[config.mk]
export PLATFORM = sky130hd
export DESIGN_NAME = div_scheduler
export DESIGN_NICKNAME = d
export VERILOG_FILES = /design/src/rtl/div_sched_pkg.sv /design/src/rtl/div_core.sv /design/src/rtl/div_scheduler.sv
export SDC_FILE = /design/constraint.sdc
export NUM_CORES = 1
export LEC_CHECK = 0
export ABC_AREA = 1
export BUFFER_PORTS_ARGS = -buffer_cell sky130_fd_sc_hd__clkbuf_2
export CORE_UTILIZATION = 40
export DETAILED_ROUTE_END_ITERATION = 10
export GPL_TIMING_DRIVEN = 0
export PLACE_DENSITY_LB_ADDON = 0.2
export SYNTH_ARGS = -nofsm -noshare
export SYNTH_HDL_FRONTEND = slang
export SYNTH_SLANG_ARGS = --single-unit
[constraint.sdc]
create_clock -name clk -period 8 [get_ports clk]
set_input_delay 0.8 -clock clk [delete_from_list [all_inputs] [get_ports clk]]
set_output_delay 0.8 -clock clk [all_outputs]
set_load 0.02 [all_outputs]
[src/rtl/div_sched_pkg.sv]
// Shared types, constants and the round-robin pick function for the divider scheduler.
package div_sched_pkg;

    typedef enum logic [1:0] {IDLE, RUN, RESP} state_t;

    // Upper bound on requesters handled by rr_pick; callers zero-pad their valid vector.
    localparam int MAX_REQ = 32;

    // Truncated to WIDTH at the use site, so WIDTH may not exceed 64.
    localparam logic [63:0] DBZ_QUOTIENT = '1;

    // First asserted valid scanning last+1, last+2, ... modulo n.
    function automatic int unsigned rr_pick(input logic [MAX_REQ-1:0] valid,
                                            input int unsigned last,
                                            input int unsigned n);
        int unsigned idx;
        logic found;
        rr_pick = last;
        found   = 1'b0;
        for (int unsigned i = 1; i <= MAX_REQ; i++) begin
            idx = 0;
            if (i <= n) begin
                idx = last + i;
                if (idx >= n) idx = idx - n;
                if (!found && valid[idx]) begin
                    rr_pick = idx;
                    found   = 1'b1;
                end
            end
        end
    endfunction

endpackage

[src/rtl/div_core.sv]
// Iterative restoring divider: one quotient bit per cycle, MSB first, WIDTH cycles per divide.
module div_core #(
    parameter int WIDTH = 32
) (
    input  logic             clk,
    input  logic             rst_n,
    input  logic             start,
    input  logic [WIDTH-1:0] dividend,
    input  logic [WIDTH-1:0] divisor,
    output logic             done,
    output logic [WIDTH-1:0] quotient,
    output logic [WIDTH-1:0] remainder
);
    localparam int CW = $clog2(WIDTH);

    logic             active;
    logic [CW-1:0]    cnt;
    logic [WIDTH-1:0] rem;
    logic [WIDTH-1:0] qsh;   // dividend bits shift out the top, quotient bits shift in below
    logic [WIDTH-1:0] dvs;
    logic [WIDTH:0]   partial;
    logic [WIDTH:0]   diff;
    logic             ge;
    logic [WIDTH-1:0] rem_nxt;
    logic [WIDTH-1:0] q_nxt;

    always_comb begin
        partial = {rem, qsh[WIDTH-1]};
        ge      = partial >= {1'b0, dvs};
        diff    = partial - {1'b0, dvs};
        rem_nxt = ge ? diff[WIDTH-1:0] : partial[WIDTH-1:0];
        q_nxt   = {qsh[WIDTH-2:0], ge};
    end

    // done marks the cycle whose edge completes the last bit; quotient/remainder are
    // the post-edge values so the caller can register them on that same edge.
    assign done      = active && (cnt == CW'(WIDTH - 1));
    assign quotient  = q_nxt;
    assign remainder = rem_nxt;

    always_ff @(posedge clk or negedge rst_n) begin
        if (!rst_n) begin
            active <= 1'b0;
            cnt    <= '0;
            rem    <= '0;
            qsh    <= '0;
            dvs    <= '0;
        end else if (start) begin
            active <= 1'b1;
            cnt    <= '0;
            rem    <= '0;
            qsh    <= dividend;
            dvs    <= divisor;
        end else if (active) begin
            rem <= rem_nxt;
            qsh <= q_nxt;
            cnt <= cnt + 1'b1;
            if (done) active <= 1'b0;
        end
    end

endmodule

[src/rtl/div_scheduler.sv]
// Round-robin arbiter sharing one restoring divider among NREQ requesters, with a
// tagged single response stream and immediate divide-by-zero answers.
module div_scheduler
    import div_sched_pkg::*;
#(
    parameter  int NREQ  = 4,
    parameter  int WIDTH = 32,
    localparam int IDW   = $clog2(NREQ)
) (
    input  logic                  clk,
    input  logic                  rst_n,
    input  logic [NREQ-1:0]       req_valid,
    output logic [NREQ-1:0]       req_ready,
    input  logic [NREQ*WIDTH-1:0] req_dividend,
    input  logic [NREQ*WIDTH-1:0] req_divisor,
    output logic                  rsp_valid,
    input  logic                  rsp_ready,
    output logic [IDW-1:0]        rsp_id,
    output logic [WIDTH-1:0]      rsp_quotient,
    output logic [WIDTH-1:0]      rsp_remainder,
    output logic                  rsp_div_by_zero,
    output logic                  busy
);
    state_t           state;
    logic [IDW-1:0]   last_grant;
    logic [IDW-1:0]   cur_id;
    logic [IDW-1:0]   grant;
    logic             any_valid;
    logic             accept;
    logic [WIDTH-1:0] sel_dividend;
    logic [WIDTH-1:0] sel_divisor;
    logic             core_start;
    logic             core_done;
    logic [WIDTH-1:0] core_q;
    logic [WIDTH-1:0] core_r;

    always_comb begin
        grant        = IDW'(rr_pick(MAX_REQ'(req_valid), 32'(last_grant), NREQ));
        any_valid    = |req_valid;
        accept       = (state == IDLE) && any_valid;
        sel_dividend = req_dividend[grant*WIDTH +: WIDTH];
        sel_divisor  = req_divisor[grant*WIDTH +: WIDTH];
        core_start   = accept && (sel_divisor != '0);
        // Gated by rst_n so every output reads zero while reset is held.
        req_ready    = '0;
        if (rst_n && accept) req_ready[grant] = 1'b1;
    end

    assign busy = (state != IDLE);

    div_core #(.WIDTH(WIDTH)) u_core (
        .clk      (clk),
        .rst_n    (rst_n),
        .start    (core_start),
        .dividend (sel_dividend),
        .divisor  (sel_divisor),
        .done     (core_done),
        .quotient (core_q),
        .remainder(core_r)
    );

    always_ff @(posedge clk or negedge rst_n) begin
        if (!rst_n) begin
            state           <= IDLE;
            last_grant      <= IDW'(NREQ - 1);
            cur_id          <= '0;
            rsp_valid       <= 1'b0;
            rsp_id          <= '0;
            rsp_quotient    <= '0;
            rsp_remainder   <= '0;
            rsp_div_by_zero <= 1'b0;
        end else begin
            case (state)
                IDLE: if (accept) begin
                    last_grant <= grant;
                    cur_id     <= grant;
                    if (sel_divisor == '0) begin
                        state           <= RESP;
                        rsp_valid       <= 1'b1;
                        rsp_id          <= grant;
                        rsp_quotient    <= WIDTH'(DBZ_QUOTIENT);
                        rsp_remainder   <= sel_dividend;
                        rsp_div_by_zero <= 1'b1;
                    end else begin
                        state <= RUN;
                    end
                end
                RUN: if (core_done) begin
                    state           <= RESP;
                    rsp_valid       <= 1'b1;
                    rsp_id          <= cur_id;
                    rsp_quotient    <= core_q;
                    rsp_remainder   <= core_r;
                    rsp_div_by_zero <= 1'b0;
                end
                RESP: if (rsp_ready) begin
                    state     <= IDLE;
                    rsp_valid <= 1'b0;
                end
                default: state <= IDLE;
            endcase
        end
    end

endmodule

==> results of run 1 <==
-- per-stage QoR --
step / utilization / setup slack, ps / hold WS (ps) / area, µm² / std cells
floorplan: - / 4280 / 455 / 12500 / 1907
CTS: 0.500 / 2860 / 476 / 15300 / 2671
global route: 0.500 / 2610 / 490 / 15300 / 2671
finish: 0.500 / 2830 / 455 / 15300 / 2671
global placement: 0.478 / 1780 / 455 / 14600 / 2638
detailed placement: 0.480 / 3340 / 459 / 14700 / 2639
-- sequential cells by signal, indices dropped and copies added, names as in the netlist --
name and cells:
rsp_id 2, u_core.cnt 5, u_core.dvs 32, rsp_div_by_zero 1
rsp_remainder 32, u_core.qsh 32, u_core.rem 32, u_core.active 1
rsp_valid 1, rsp_quotient 32, state 2, last_grant 2
cur_id 2
-- cell type report --
| type | instances | area (µm²) |
|---|---|---|
| repair buffers | 336 | 1710 |
| fillers | 3192 | 15300 |
| clock buffers | 19 | 443 |
| clock inverters | 13 | 173 |
| well taps | 396 | 495 |
| flip-flops and latches | 176 | 4410 |
| multi-input cells | 1497 | 7070 |
| inverters | 121 | 459 |
| plain buffers | 113 | 527 |
-- path summary, 6_finish.rpt --
check | from | endpoint | slack, ps | cells past startpoint
max | last_grant[0]$_DFFE_PN1P_ | req_ready[1] | 2830 | 16
min | rst_n | rsp_id[0]$_DFFE_PN0P_ | 450 | 1
max reg2reg | last_grant[0]$_DFFE_PN1P_ | rsp_remainder[28]$_DFFE_PN0P_ | 3240 | 23
min reg2reg | rsp_remainder[1]$_DFFE_PN0P_ | rsp_remainder[1]$_DFFE_PN0P_ | 470 | 2
max in group asynchronous | rst_n | u_core.rem[19]$_DFFE_PN0P_ | 6620 | 2
min in group clk | rsp_remainder[1]$_DFFE_PN0P_ | rsp_remainder[1]$_DFFE_PN0P_ | 470 | 2
-- per-layer routing --
layer  share of wire  up-vias  GRT usage
li1                -     6884          -
met1            0.43     6782      0.414
met2            0.46      526      0.482
met3           0.084       72     0.0718
met4           0.023        0     0.0784
met5               0        -          0
-- cells in the final DEF (no fill, tap or decap), types with 3 or more instances in the layout --
| master | Yosys | layout |
|---|---|---|
| a21oi_1 | 51 | 51 |
| nand2_1 | 777 | 777 |
| buf_1 | 11 | 11 |
| or2_2 | 32 | 32 |
| inv_1 | 116 | 116 |
| o21a_1 | 3 | 3 |
| buf_2 | 28 | 28 |
| nor2_1 | 74 | 74 |
| o21ai_0 | 85 | 85 |
| inv_2 | 3 | 3 |
| dfrtp_1 | 174 | 174 |
| nand4_1 | 6 | 6 |
| o21bai_1 | 4 | 4 |
| nor3_1 | 6 | 6 |
| clkbuf_2 | 0 | 334 |
| ha_1 | 39 | 39 |
| nand2_2 | 6 | 6 |
| buf_6 | 6 | 6 |
| inv_6 | 1 | 6 |
| a21o_1 | 4 | 4 |
| clkbuf_1 | 62 | 63 |
| buf_4 | 6 | 6 |
| a31oi_1 | 6 | 6 |
| bufinv_16 | 0 | 3 |
| xor2_1 | 13 | 13 |
| o21ai_1 | 11 | 11 |
| clkbuf_16 | 0 | 17 |
| a22oi_1 | 32 | 32 |
| xnor2_1 | 15 | 15 |
| nand3_1 | 315 | 315 |
-- cell families after synthesis --
kind of cell             Yosys count  synth area share
flip-flops                       176             0.354
adder cells (fa/ha/maj)           40            0.0408
AND/OR/NAND/NOR                 1225             0.414
AO/OA/AOI/OAI                    204            0.0932
buffers and inverters            234            0.0791
XOR/XNOR                          28            0.0197
-- worst max-delay path: stages, from the launching register on --
cell,delay [ps]
dfstp_2,560
buf_4,190
inv_6,70
ha_1,350
inv_2,60
nand3_1,150
nand3_2,170
nand2_1,90
nand3b_1,120
nand2_2,140
inv_2,190
buf_2,320
clkbuf_1,510
clkbuf_1,560
nand2_1,110
nor2_1,150
clkbuf_2,190
==> run_summary.xml, run 1 <==
<?xml version="1.0" encoding="UTF-8"?>
<metrics>
  <group name="sta">
    <metric name="grt_setup_unrepaired" unit="">no</metric>
    <metric name="max_freq" unit="MHz">193</metric>
    <metric name="timing.final.hold_violations" unit="">0</metric>
    <metric name="finalSetupViolations" unit="">0</metric>
    <metric name="headroom_to_the_max_slew_limit" unit="">0.299</metric>
    <metric name="min_period_over_period" unit="">0.647</metric>
    <metric name="clock_skew" unit="ps">16.4</metric>
    <metric name="worstMarginPinSlew" unit="ps">1050</metric>
    <metric name="fin_tns_setup" unit="ps">0</metric>
    <metric name="slew_viol_final" unit="">0</metric>
    <metric name="post-route-min-period" unit="ps">5170</metric>
  </group>
  <group name="clock_network">
    <metric name="numCtsBuffers" unit="">17</metric>
    <metric name="clkLatencyLatePin" unit="ps">450</metric>
    <metric name="htree_levels" unit="">4</metric>
    <metric name="cts_root_buf" unit="">clkbuf_16</metric>
    <metric name="clock_tree_from_tritoncts" unit="">done</metric>
    <metric name="cts-root-to-sink-buffers" unit="">2</metric>
    <metric name="clock_sinks" unit="">176</metric>
    <metric name="total_of_hold_buffers_inserted_after_clock_tree_synthesis" unit="">0</metric>
    <metric name="cts.repair.resized" unit="">0</metric>
    <metric name="clk_pin_slew_worst_paths" unit="ps">70</metric>
    <metric name="post_cts.repair.setup_buffers" unit="">0</metric>
  </group>
  <group name="synth">
    <metric name="synth_area" unit="µm²">12500</metric>
    <metric name="synth_top_area_cell" unit="">dfrtp_1</metric>
    <metric name="asr_flop_ratio_synth" unit="">1.00</metric>
    <metric name="synth_commonest_cells" unit="">777 x nand2_1, 315 x nand3_1, 174 x dfrtp_1, 116 x inv_1, 85 x o21ai_0</metric>
    <metric name="synthesis.nets" unit="">2210</metric>
    <metric name="count_of_synthesis_stage_warnings_from_yosys" unit="">0</metric>
    <metric name="synth.lib_cells_used.distinct" unit="">44</metric>
    <metric name="count_of_flip_flops_with_a_built_in_enable_after_synthesis" unit="">0</metric>
    <metric name="netlist_top_cells_area" unit="">dfrtp_1 35%, nand2_1 23%, nand3_1 13%</metric>
    <metric name="yosys_most_used_dff" unit="">dfrtp_1</metric>
    <metric name="post-synth-top-area-fraction" unit="">0.349</metric>
    <metric name="yosys.cell_count.top_type" unit="">nand2_1</metric>
    <metric name="synth_seq_cells" unit="">176</metric>
    <metric name="synth_area_per_cell" unit="µm²">6.53</metric>
    <metric name="synth-seq-area-share" unit="">0.354</metric>
    <metric name="syn_inst" unit="">1907</metric>
  </group>
  <group name="job">
    <metric name="drv.max_cap_violation_count" unit="">0</metric>
  </group>
  <group name="detailed_routing">
    <metric name="post_drt_via_cell_ratio" unit="">5.34</metric>
    <metric name="total_vias_in_the_final_route" unit="">14300</metric>
    <metric name="detailedRoute.firstIterationViolations" unit="">1360</metric>
    <metric name="average_routed_wire_per_standard_cell" unit="µm">18.3</metric>
    <metric name="antenna_violating_nets_post_route" unit="">0</metric>
    <metric name="drt-pass1-iter-count" unit="">6</metric>
    <metric name="route.final.wire_length" unit="µm">49000</metric>
    <metric name="drcViolationCount" unit="">0</metric>
  </group>
  <group name="setup_path">
    <metric name="startpoint_type" unit="">flip-flop</metric>
    <metric name="critPathArrivalTime" unit="ps">4370</metric>
    <metric name="cp_max_fo" unit="">10</metric>
    <metric name="crit_path_end_kind" unit="">primary output</metric>
    <metric name="timing.critical_path.required" unit="ps">7200</metric>
    <metric name="path_class" unit="">flip-flop to primary output</metric>
  </group>
  <group name="place">
    <metric name="place_congestion" unit="">0.956</metric>
    <metric name="numPortBuffers" unit="">335</metric>
    <metric name="dpl.hpwl" unit="µm">39500</metric>
  </group>
  <group name="floorplanning">
    <metric name="std_cell_rows" unit="">64</metric>
    <metric name="core_region_area" unit="µm²">30600</metric>
    <metric name="design.portCount" unit="">336</metric>
    <metric name="fp.dieArea" unit="µm²">31900</metric>
    <metric name="fp.dieW" unit="µm">178</metric>
    <metric name="start_util" unit="">0.407</metric>
    <metric name="die_y" unit="µm">178</metric>
  </group>
  <group name="outcome">
    <metric name="outcome" unit="">finished clean</metric>
  </group>
  <group name="grt">
    <metric name="grtUsageTotal" unit="">0.304</metric>
    <metric name="antenna_found_initial" unit="">0</metric>
    <metric name="grt_start_max_net_pins" unit="">96</metric>
    <metric name="grt_first_pass_wirelength" unit="µm">73100</metric>
    <metric name="via_count_of_the_first_global_routing_pass" unit="">13200</metric>
    <metric name="globalRouteOverflowTotal" unit="">0</metric>
  </group>
  <group name="finish">
    <metric name="final_layout_size_suffix_gt1_frac" unit="">0.201</metric>
    <metric name="area_growth_syn_to_layout" unit="%">22.7</metric>
    <metric name="final_nets" unit="">2565</metric>
    <metric name="n_antenna_cell" unit="">0</metric>
  </group>
  <group name="hold_path">
    <metric name="holdCritPathClass" unit="">primary input to async pin</metric>
  </group>
</metrics>
Power of run 1 is left out: the tool's default activity adds up to more than one toggle a clock period on the data nets, which glitch-free logic cannot reach.
==> run 2, diff against run 1 <==
Settings changed: ABC_AREA 1 to 0.
Clock period 8 ns to 5.1 ns, I/O delays scaled along.
==> run_summary.xml, run 2 <==
<?xml version="1.0" encoding="UTF-8"?>
<metrics>
  <group name="grt">
    <metric name="antenna_found_initial" unit="">0</metric>
    <metric name="grt_first_pass_wirelength" unit="µm">62000</metric>
    <metric name="via_count_of_the_first_global_routing_pass" unit="">11100</metric>
    <metric name="global_route.usage.met1" unit="">0.368</metric>
    <metric name="grt_start_max_net_pins" unit="">112</metric>
    <metric name="grt-busiest-layer" unit="">met2</metric>
    <metric name="grtUsageTotal" unit="">0.266</metric>
    <metric name="grt_util_met3" unit="">0.0397</metric>
    <metric name="global_routing_usage_on_met2" unit="">0.436</metric>
    <metric name="globalRouteOverflowTotal" unit="">0</metric>
  </group>
  <group name="place">
    <metric name="dp_cells" unit="">2009</metric>
    <metric name="place_congestion" unit="">0.915</metric>
    <metric name="numPortBuffers" unit="">335</metric>
    <metric name="placed_cell_area" unit="µm²">14000</metric>
    <metric name="dpl.hpwl" unit="µm">32100</metric>
  </group>
  <group name="synth">
    <metric name="yosys_most_used_dff" unit="">dfrtp_1</metric>
    <metric name="synth_seq_cells" unit="">176</metric>
    <metric name="post-synth-top-area-fraction" unit="">0.370</metric>
    <metric name="synthesis.nets" unit="">1592</metric>
    <metric name="synth_area_per_cell" unit="µm²">9.13</metric>
    <metric name="netlist_top_cells_area" unit="">dfrtp_1 37%, mux4_2 12%, o21ai_0 5.6%</metric>
    <metric name="synth-seq-area-share" unit="">0.374</metric>
    <metric name="count_of_flip_flops_with_a_built_in_enable_after_synthesis" unit="">0</metric>
    <metric name="count_of_synthesis_stage_warnings_from_yosys" unit="">0</metric>
    <metric name="synth_top_area_cell" unit="">dfrtp_1</metric>
    <metric name="synth_area" unit="µm²">11800</metric>
    <metric name="asr_flop_ratio_synth" unit="">1.00</metric>
    <metric name="yosys.cell_count.top_type" unit="">dfrtp_1</metric>
    <metric name="synth_commonest_cells" unit="">174 x dfrtp_1, 167 x nand2_1, 131 x nor2_1, 131 x o21ai_0, 81 x a21oi_1</metric>
    <metric name="syn_inst" unit="">1289</metric>
    <metric name="synth.lib_cells_used.distinct" unit="">68</metric>
  </group>
  <group name="floorplanning">
    <metric name="core_region_area" unit="µm²">28900</metric>
    <metric name="fp.dieArea" unit="µm²">30100</metric>
    <metric name="std_cell_rows" unit="">62</metric>
    <metric name="die_y" unit="µm">174</metric>
    <metric name="start_util" unit="">0.408</metric>
    <metric name="design.portCount" unit="">336</metric>
    <metric name="fp.dieW" unit="µm">174</metric>
  </group>
  <group name="detailed_routing">
    <metric name="drt-pass1-iter-count" unit="">5</metric>
    <metric name="average_routed_wire_per_standard_cell" unit="µm">19.6</metric>
    <metric name="detailedRoute.firstIterationViolations" unit="">1141</metric>
    <metric name="drcViolationCount" unit="">0</metric>
    <metric name="route.final.wire_length" unit="µm">40000</metric>
    <metric name="antenna_violating_nets_post_route" unit="">0</metric>
    <metric name="total_vias_in_the_final_route" unit="">11600</metric>
    <metric name="post_drt_via_cell_ratio" unit="">5.66</metric>
  </group>
  <group name="clock_network">
    <metric name="clkLatencyLatePin" unit="ps">440</metric>
    <metric name="numCtsBuffers" unit="">17</metric>
    <metric name="total_of_hold_buffers_inserted_after_clock_tree_synthesis" unit="">0</metric>
    <metric name="clock_sinks" unit="">176</metric>
    <metric name="clock_tree_from_tritoncts" unit="">done</metric>
    <metric name="cts_root_buf" unit="">clkbuf_16</metric>
    <metric name="htree_levels" unit="">4</metric>
    <metric name="clk_pin_slew_worst_paths" unit="ps">80</metric>
    <metric name="cts-root-to-sink-buffers" unit="">2</metric>
  </group>
  <group name="outcome">
    <metric name="outcome" unit="">finished clean</metric>
  </group>
  <group name="sta">
    <metric name="slew_viol_final" unit="">0</metric>
    <metric name="clock_skew" unit="ps">12.8</metric>
    <metric name="max_freq" unit="MHz">213</metric>
    <metric name="timing.final.hold_violations" unit="">0</metric>
    <metric name="finalSetupViolations" unit="">0</metric>
    <metric name="headroom_to_the_max_slew_limit" unit="">0.382</metric>
    <metric name="fin_hold_ws" unit="ps">41.4</metric>
    <metric name="worstMarginPinSlew" unit="ps">927</metric>
    <metric name="post-route-min-period" unit="ps">4680</metric>
    <metric name="grt_setup_unrepaired" unit="">no</metric>
    <metric name="min_period_over_period" unit="">0.919</metric>
  </group>
  <group name="setup_path">
    <metric name="crit_path_end_kind" unit="">primary output</metric>
    <metric name="timing.critical_path.required" unit="ps">4590</metric>
    <metric name="critPathMostFrequentCell" unit="">buf_2</metric>
    <metric name="timing.critical_path.slowest_stage_cell" unit="">dfstp_2</metric>
    <metric name="critPathArrivalTime" unit="ps">4170</metric>
    <metric name="cp_max_fo" unit="">10</metric>
    <metric name="timing.critical_path.cells" unit="">buf_2 -&gt; inv_1 -&gt; ha_1 -&gt; buf_1 -&gt; nand3b_1 -&gt; a32oi_1 -&gt; a2111oi_4 -&gt; buf_2 -&gt; buf_4 -&gt; buf_2 -&gt; nor3b_1 -&gt; clkbuf_2</metric>
    <metric name="startpoint_type" unit="">flip-flop</metric>
    <metric name="path_class" unit="">flip-flop to primary output</metric>
    <metric name="slowest_delay" unit="ps">560</metric>
  </group>
  <group name="power_and_ir_drop">
    <metric name="totalPowerFinal" unit="W">0.0133</metric>
    <metric name="peakVddDrop" unit="V">0.000466</metric>
    <metric name="power.density_cell_area" unit="nW/µm²">914</metric>
    <metric name="leakage_power" unit="nW">6.61</metric>
  </group>
  <group name="finish">
    <metric name="final_cell_count_no_fill" unit="">2041</metric>
    <metric name="final_layout_size_suffix_gt1_frac" unit="">0.296</metric>
    <metric name="n_antenna_cell" unit="">0</metric>
    <metric name="layout_common_cells" unit="">335 x clkbuf_2, 174 x dfrtp_1, 167 x nand2_1</metric>
    <metric name="final_nets" unit="">1947</metric>
    <metric name="layout.filler_cells" unit="">2805</metric>
    <metric name="final_area" unit="µm²">14600</metric>
    <metric name="area_growth_syn_to_layout" unit="%">23.8</metric>
    <metric name="most_frequent_standard_cell_in_the_layout_excluding_fill_and_tap_cells" unit="">clkbuf_2</metric>
  </group>
  <group name="job">
    <metric name="drv.max_cap_violation_count" unit="">0</metric>
  </group>
  <group name="hold_path">
    <metric name="holdCritPathClass" unit="">primary input to async pin</metric>
  </group>
</metrics>
-- run 2: repair_timing --
action,CTS,global route
endpoints found under the setup margin,2,2
buffers inserted,0,0
resized for setup,1,2
-- run 2: worst paths after layout --
check | startpoint | endpoint | slack (ps) | cells after the start
max in group asynchronous | rst_n | u_core.rem[8]$_DFFE_PN0P_ | 4120 | 2
min in group clk | rsp_ready | state[1]$_DFFE_PN0P_ | 280 | 2
worst min register to register | cur_id[1]$_DFFE_PN0P_ | cur_id[1]$_DFFE_PN0P_ | 490 | 2
worst min-delay path | rst_n | rsp_quotient[30]$_DFFE_PN0P_ | 40 | 1
worst max-delay path | last_grant[0]$_DFFE_PN1P_ | req_ready[2] | 420 | 12
worst max register to register | last_grant[0]$_DFFE_PN1P_ | u_core.dvs[31]$_DFFE_PN0P_ | 440 | 15
-- run 2: worst max-delay path, delay by kind of cell, from the launching register on --
kind / cells / cell delay (ps)
AND/OR/NAND/NOR: 2 / 380
AO/OA/AOI/OAI: 2 / 610
flip-flops: 1 / 560
buffers and inverters: 7 / 1870
adder cells (fa/ha/maj): 1 / 300
-- run 2: cell families after synthesis --
logic type / Yosys count / share of synthesized area
compound gates: 353 / 0.184
simple gates: 440 / 0.167
xor+xnor: 28 / 0.0208
flops: 176 / 0.374
mux: 108 / 0.160
fa+ha+maj: 40 / 0.0432
buf+inv: 144 / 0.0509
-- run 2: cell type report --
| cell class | count | area [µm²] | share of cell area |
|---|---|---|---|
| clock buffer | 17 | 425 | 0.0292 |
| buffer | 93 | 409 | 0.0281 |
| inverter | 51 | 191 | 0.0131 |
| multi-input combinational | 969 | 6780 | 0.465 |
| clock inverter | 15 | 163 | 0.0112 |
| timing repair buffer | 336 | 1710 | 0.118 |
| sequential | 176 | 4410 | 0.302 |
| tap | 384 | 480 | 0.0330 |
-- run 2: routing by layer --
layer,up-vias,wire [µm]
li1,5417,-
met5,-,0
met3,51,2760
met2,518,18600
met1,5567,17900
met4,0,771
-- run 2: power by group --
group / switching (W) / total (W) / internal (W)
clock: 0.000660 / 0.00132 / 0.000658
sequential: 0.000457 / 0.00251 / 0.00206
combinational: 0.00571 / 0.00948 / 0.00377
total: 0.00683 / 0.0133 / 0.00648
-- run 2: through the flow --
step / setup slack [ps] / util / TNS [ps]
global placement: -220 / 0.483 / -703
finish: 415 / 0.505 / 0
detailed placement: 440 / 0.484 / 0
floorplan: 1310 / - / 0
global route: 131 / 0.505 / 0
CTS: 214 / 0.505 / 0
Note: power is estimated with default switching activity, not from simulation.
==> run 3, diff against run 2 <==
Settings changed: CTS_BUF_LIST from default to sky130_fd_sc_hd__clkbuf_8.
==> run_summary.xml, run 3 (synthesis results as in run 2) <==
<?xml version="1.0" encoding="UTF-8"?>
<metrics>
  <group name="outcome">
    <metric name="outcome" unit="">finished with violations</metric>
    <metric name="violations" unit="">hold timing</metric>
  </group>
  <group name="setup_path">
    <metric name="critPathArrivalTime" unit="ps">4210</metric>
    <metric name="path_class" unit="">flip-flop to primary output</metric>
    <metric name="timing.critical_path.cells" unit="">buf_2 -&gt; inv_1 -&gt; ha_1 -&gt; buf_1 -&gt; nand3b_1 -&gt; a32oi_1 -&gt; a2111oi_4 -&gt; buf_2 -&gt; buf_4 -&gt; buf_2 -&gt; nor3b_1 -&gt; clkbuf_2</metric>
    <metric name="slowest_delay" unit="ps">570</metric>
    <metric name="timing.critical_path.required" unit="ps">4590</metric>
    <metric name="crit_path_end_kind" unit="">primary output</metric>
    <metric name="cp_max_fo" unit="">10</metric>
    <metric name="startpoint_type" unit="">flip-flop</metric>
    <metric name="critPathMostFrequentCell" unit="">buf_2</metric>
    <metric name="timing.critical_path.slowest_stage_cell" unit="">dfstp_2</metric>
  </group>
  <group name="floorplanning">
    <metric name="std_cell_rows" unit="">62</metric>
    <metric name="fp.dieArea" unit="µm²">30100</metric>
    <metric name="die_y" unit="µm">174</metric>
    <metric name="start_util" unit="">0.408</metric>
    <metric name="fp.dieW" unit="µm">174</metric>
    <metric name="core_region_area" unit="µm²">28900</metric>
    <metric name="design.portCount" unit="">336</metric>
  </group>
  <group name="job">
    <metric name="drv.max_cap_violation_count" unit="">0</metric>
  </group>
  <group name="finish">
    <metric name="sequential_cell_area" unit="µm²">4410</metric>
    <metric name="multi_input_logic_area" unit="µm²">6780</metric>
    <metric name="area_growth_syn_to_layout" unit="%">22.1</metric>
    <metric name="layout.filler_cells" unit="">2835</metric>
    <metric name="layout_common_cells" unit="">335 x clkbuf_2, 174 x dfrtp_1, 167 x nand2_1</metric>
    <metric name="final_area" unit="µm²">14400</metric>
    <metric name="n_antenna_cell" unit="">0</metric>
    <metric name="final_nets" unit="">1947</metric>
    <metric name="most_frequent_standard_cell_in_the_layout_excluding_fill_and_tap_cells" unit="">clkbuf_2</metric>
    <metric name="final_layout_size_suffix_gt1_frac" unit="">0.296</metric>
  </group>
  <group name="place">
    <metric name="place_congestion" unit="">0.915</metric>
    <metric name="numPortBuffers" unit="">335</metric>
    <metric name="placed_cell_area" unit="µm²">14000</metric>
    <metric name="dpl.hpwl" unit="µm">32100</metric>
  </group>
  <group name="sta">
    <metric name="worstMarginPinSlew" unit="ps">926</metric>
    <metric name="grt_setup_unrepaired" unit="">no</metric>
    <metric name="min_period_over_period" unit="">0.926</metric>
    <metric name="finalSetupViolations" unit="">0</metric>
    <metric name="post-route-min-period" unit="ps">4720</metric>
    <metric name="slew_viol_final" unit="">0</metric>
    <metric name="clock_skew" unit="ps">14.7</metric>
    <metric name="max_freq" unit="MHz">212</metric>
    <metric name="fin_hold_ws" unit="ps">-9.18</metric>
    <metric name="timing.final.hold_violations" unit="">3</metric>
    <metric name="headroom_to_the_max_slew_limit" unit="">0.383</metric>
  </group>
  <group name="grt">
    <metric name="grtUsageTotal" unit="">0.265</metric>
    <metric name="grt_first_pass_wirelength" unit="µm">61800</metric>
    <metric name="antenna_found_initial" unit="">0</metric>
    <metric name="globalRouteOverflowTotal" unit="">0</metric>
    <metric name="grt_start_max_net_pins" unit="">112</metric>
    <metric name="via_count_of_the_first_global_routing_pass" unit="">11100</metric>
  </group>
  <group name="detailed_routing">
    <metric name="drt-pass1-iter-count" unit="">5</metric>
    <metric name="dr.max_layer_used" unit="">met4</metric>
    <metric name="route.met2.wl" unit="µm">18500</metric>
    <metric name="route.final.wire_length" unit="µm">40000</metric>
    <metric name="wl_met1" unit="µm">18000</metric>
    <metric name="drcViolationCount" unit="">0</metric>
    <metric name="met3_wire_length" unit="µm">2700</metric>
    <metric name="post_drt_via_cell_ratio" unit="">5.66</metric>
    <metric name="average_routed_wire_per_standard_cell" unit="µm">19.6</metric>
    <metric name="total_vias_in_the_final_route" unit="">11500</metric>
    <metric name="antenna_violating_nets_post_route" unit="">0</metric>
    <metric name="detailedRoute.firstIterationViolations" unit="">1026</metric>
  </group>
  <group name="clock_network">
    <metric name="clkLatencyLatePin" unit="ps">470</metric>
    <metric name="clk_pin_slew_worst_paths" unit="ps">110</metric>
    <metric name="clock_sinks" unit="">176</metric>
    <metric name="cts_root_buf" unit="">clkbuf_8</metric>
    <metric name="clock_tree_from_tritoncts" unit="">done</metric>
    <metric name="htree_levels" unit="">4</metric>
    <metric name="cts-root-to-sink-buffers" unit="">2</metric>
    <metric name="numCtsBuffers" unit="">17</metric>
  </group>
  <group name="hold_path">
    <metric name="holdCritPathClass" unit="">primary input to async pin</metric>
  </group>
</metrics>
[run 3: worst max-delay path: cells and delay by family (launching register included)]
family,cells,cell delay (ps)
adder cells (fa/ha/maj),1,300
AND/OR/NAND/NOR,2,380
flip-flops,1,570
AO/OA/AOI/OAI,2,610
buffers and inverters,7,1870
[run 3: final timing paths]
check / startpoint / slack (ps) / to / cells after the start
min in group clk: rsp_ready / 240 / state[1]$_DFFE_PN0P_ / 2
setup reg to reg: last_grant[0]$_DFFE_PN1P_ / 490 / u_core.dvs[31]$_DFFE_PN0P_ / 15
max in group asynchronous: rst_n / 4150 / u_core.rem[8]$_DFFE_PN0P_ / 2
setup / recovery: last_grant[0]$_DFFE_PN1P_ / 380 / req_ready[2] / 12
hold reg to reg: cur_id[0]$_DFFE_PN0P_ / 500 / cur_id[0]$_DFFE_PN0P_ / 2
hold / removal: rst_n / -9 / rsp_quotient[30]$_DFFE_PN0P_ / 1
[run 3: area by class of cell]
| type | count | share of cell area |
|---|---|---|
| multi-input combinational | 969 | 0.472 |
| sequential | 176 | 0.306 |
| timing repair buffer | 336 | 0.119 |
| tap | 384 | 0.0334 |
| buffer | 93 | 0.0285 |
| clock buffer | 17 | 0.0163 |
| inverter | 51 | 0.0133 |
| clock inverter | 15 | 0.0113 |
[run 3: timing repair]
item | 4_1_cts | 5_1_grt
hold buffers | 0 | 0
resized for setup | 1 | 2
setup endpoints to repair | 2 | 2
buffers inserted | 0 | 0
gates cloned | 0 | 0
pin swaps | 0 | 0
[run 3: per-stage QoR]
| step | setup WS, ps | instances | utilization | setup TNS (ps) |
|---|---|---|---|---|
| finish | 376 | 2041 | 0.498 | 0 |
| global route | 75.0 | 2041 | 0.498 | 0 |
| CTS | 159 | 2041 | 0.498 | 0 |
| detailed placement | 440 | 2009 | 0.484 | 0 |
| global placement | -220 | 2008 | 0.483 | -703 |
| floorplan | 1310 | 1289 | - | 0 |
[run 3: layer usage]
metal / global-route usage / up-vias
met5: 0 / -
met4: 0.0697 / 0
met3: 0.0439 / 50
met2: 0.435 / 515
met1: 0.364 / 5563
li1: - / 5417
Power of run 3 is left out for the same reason.
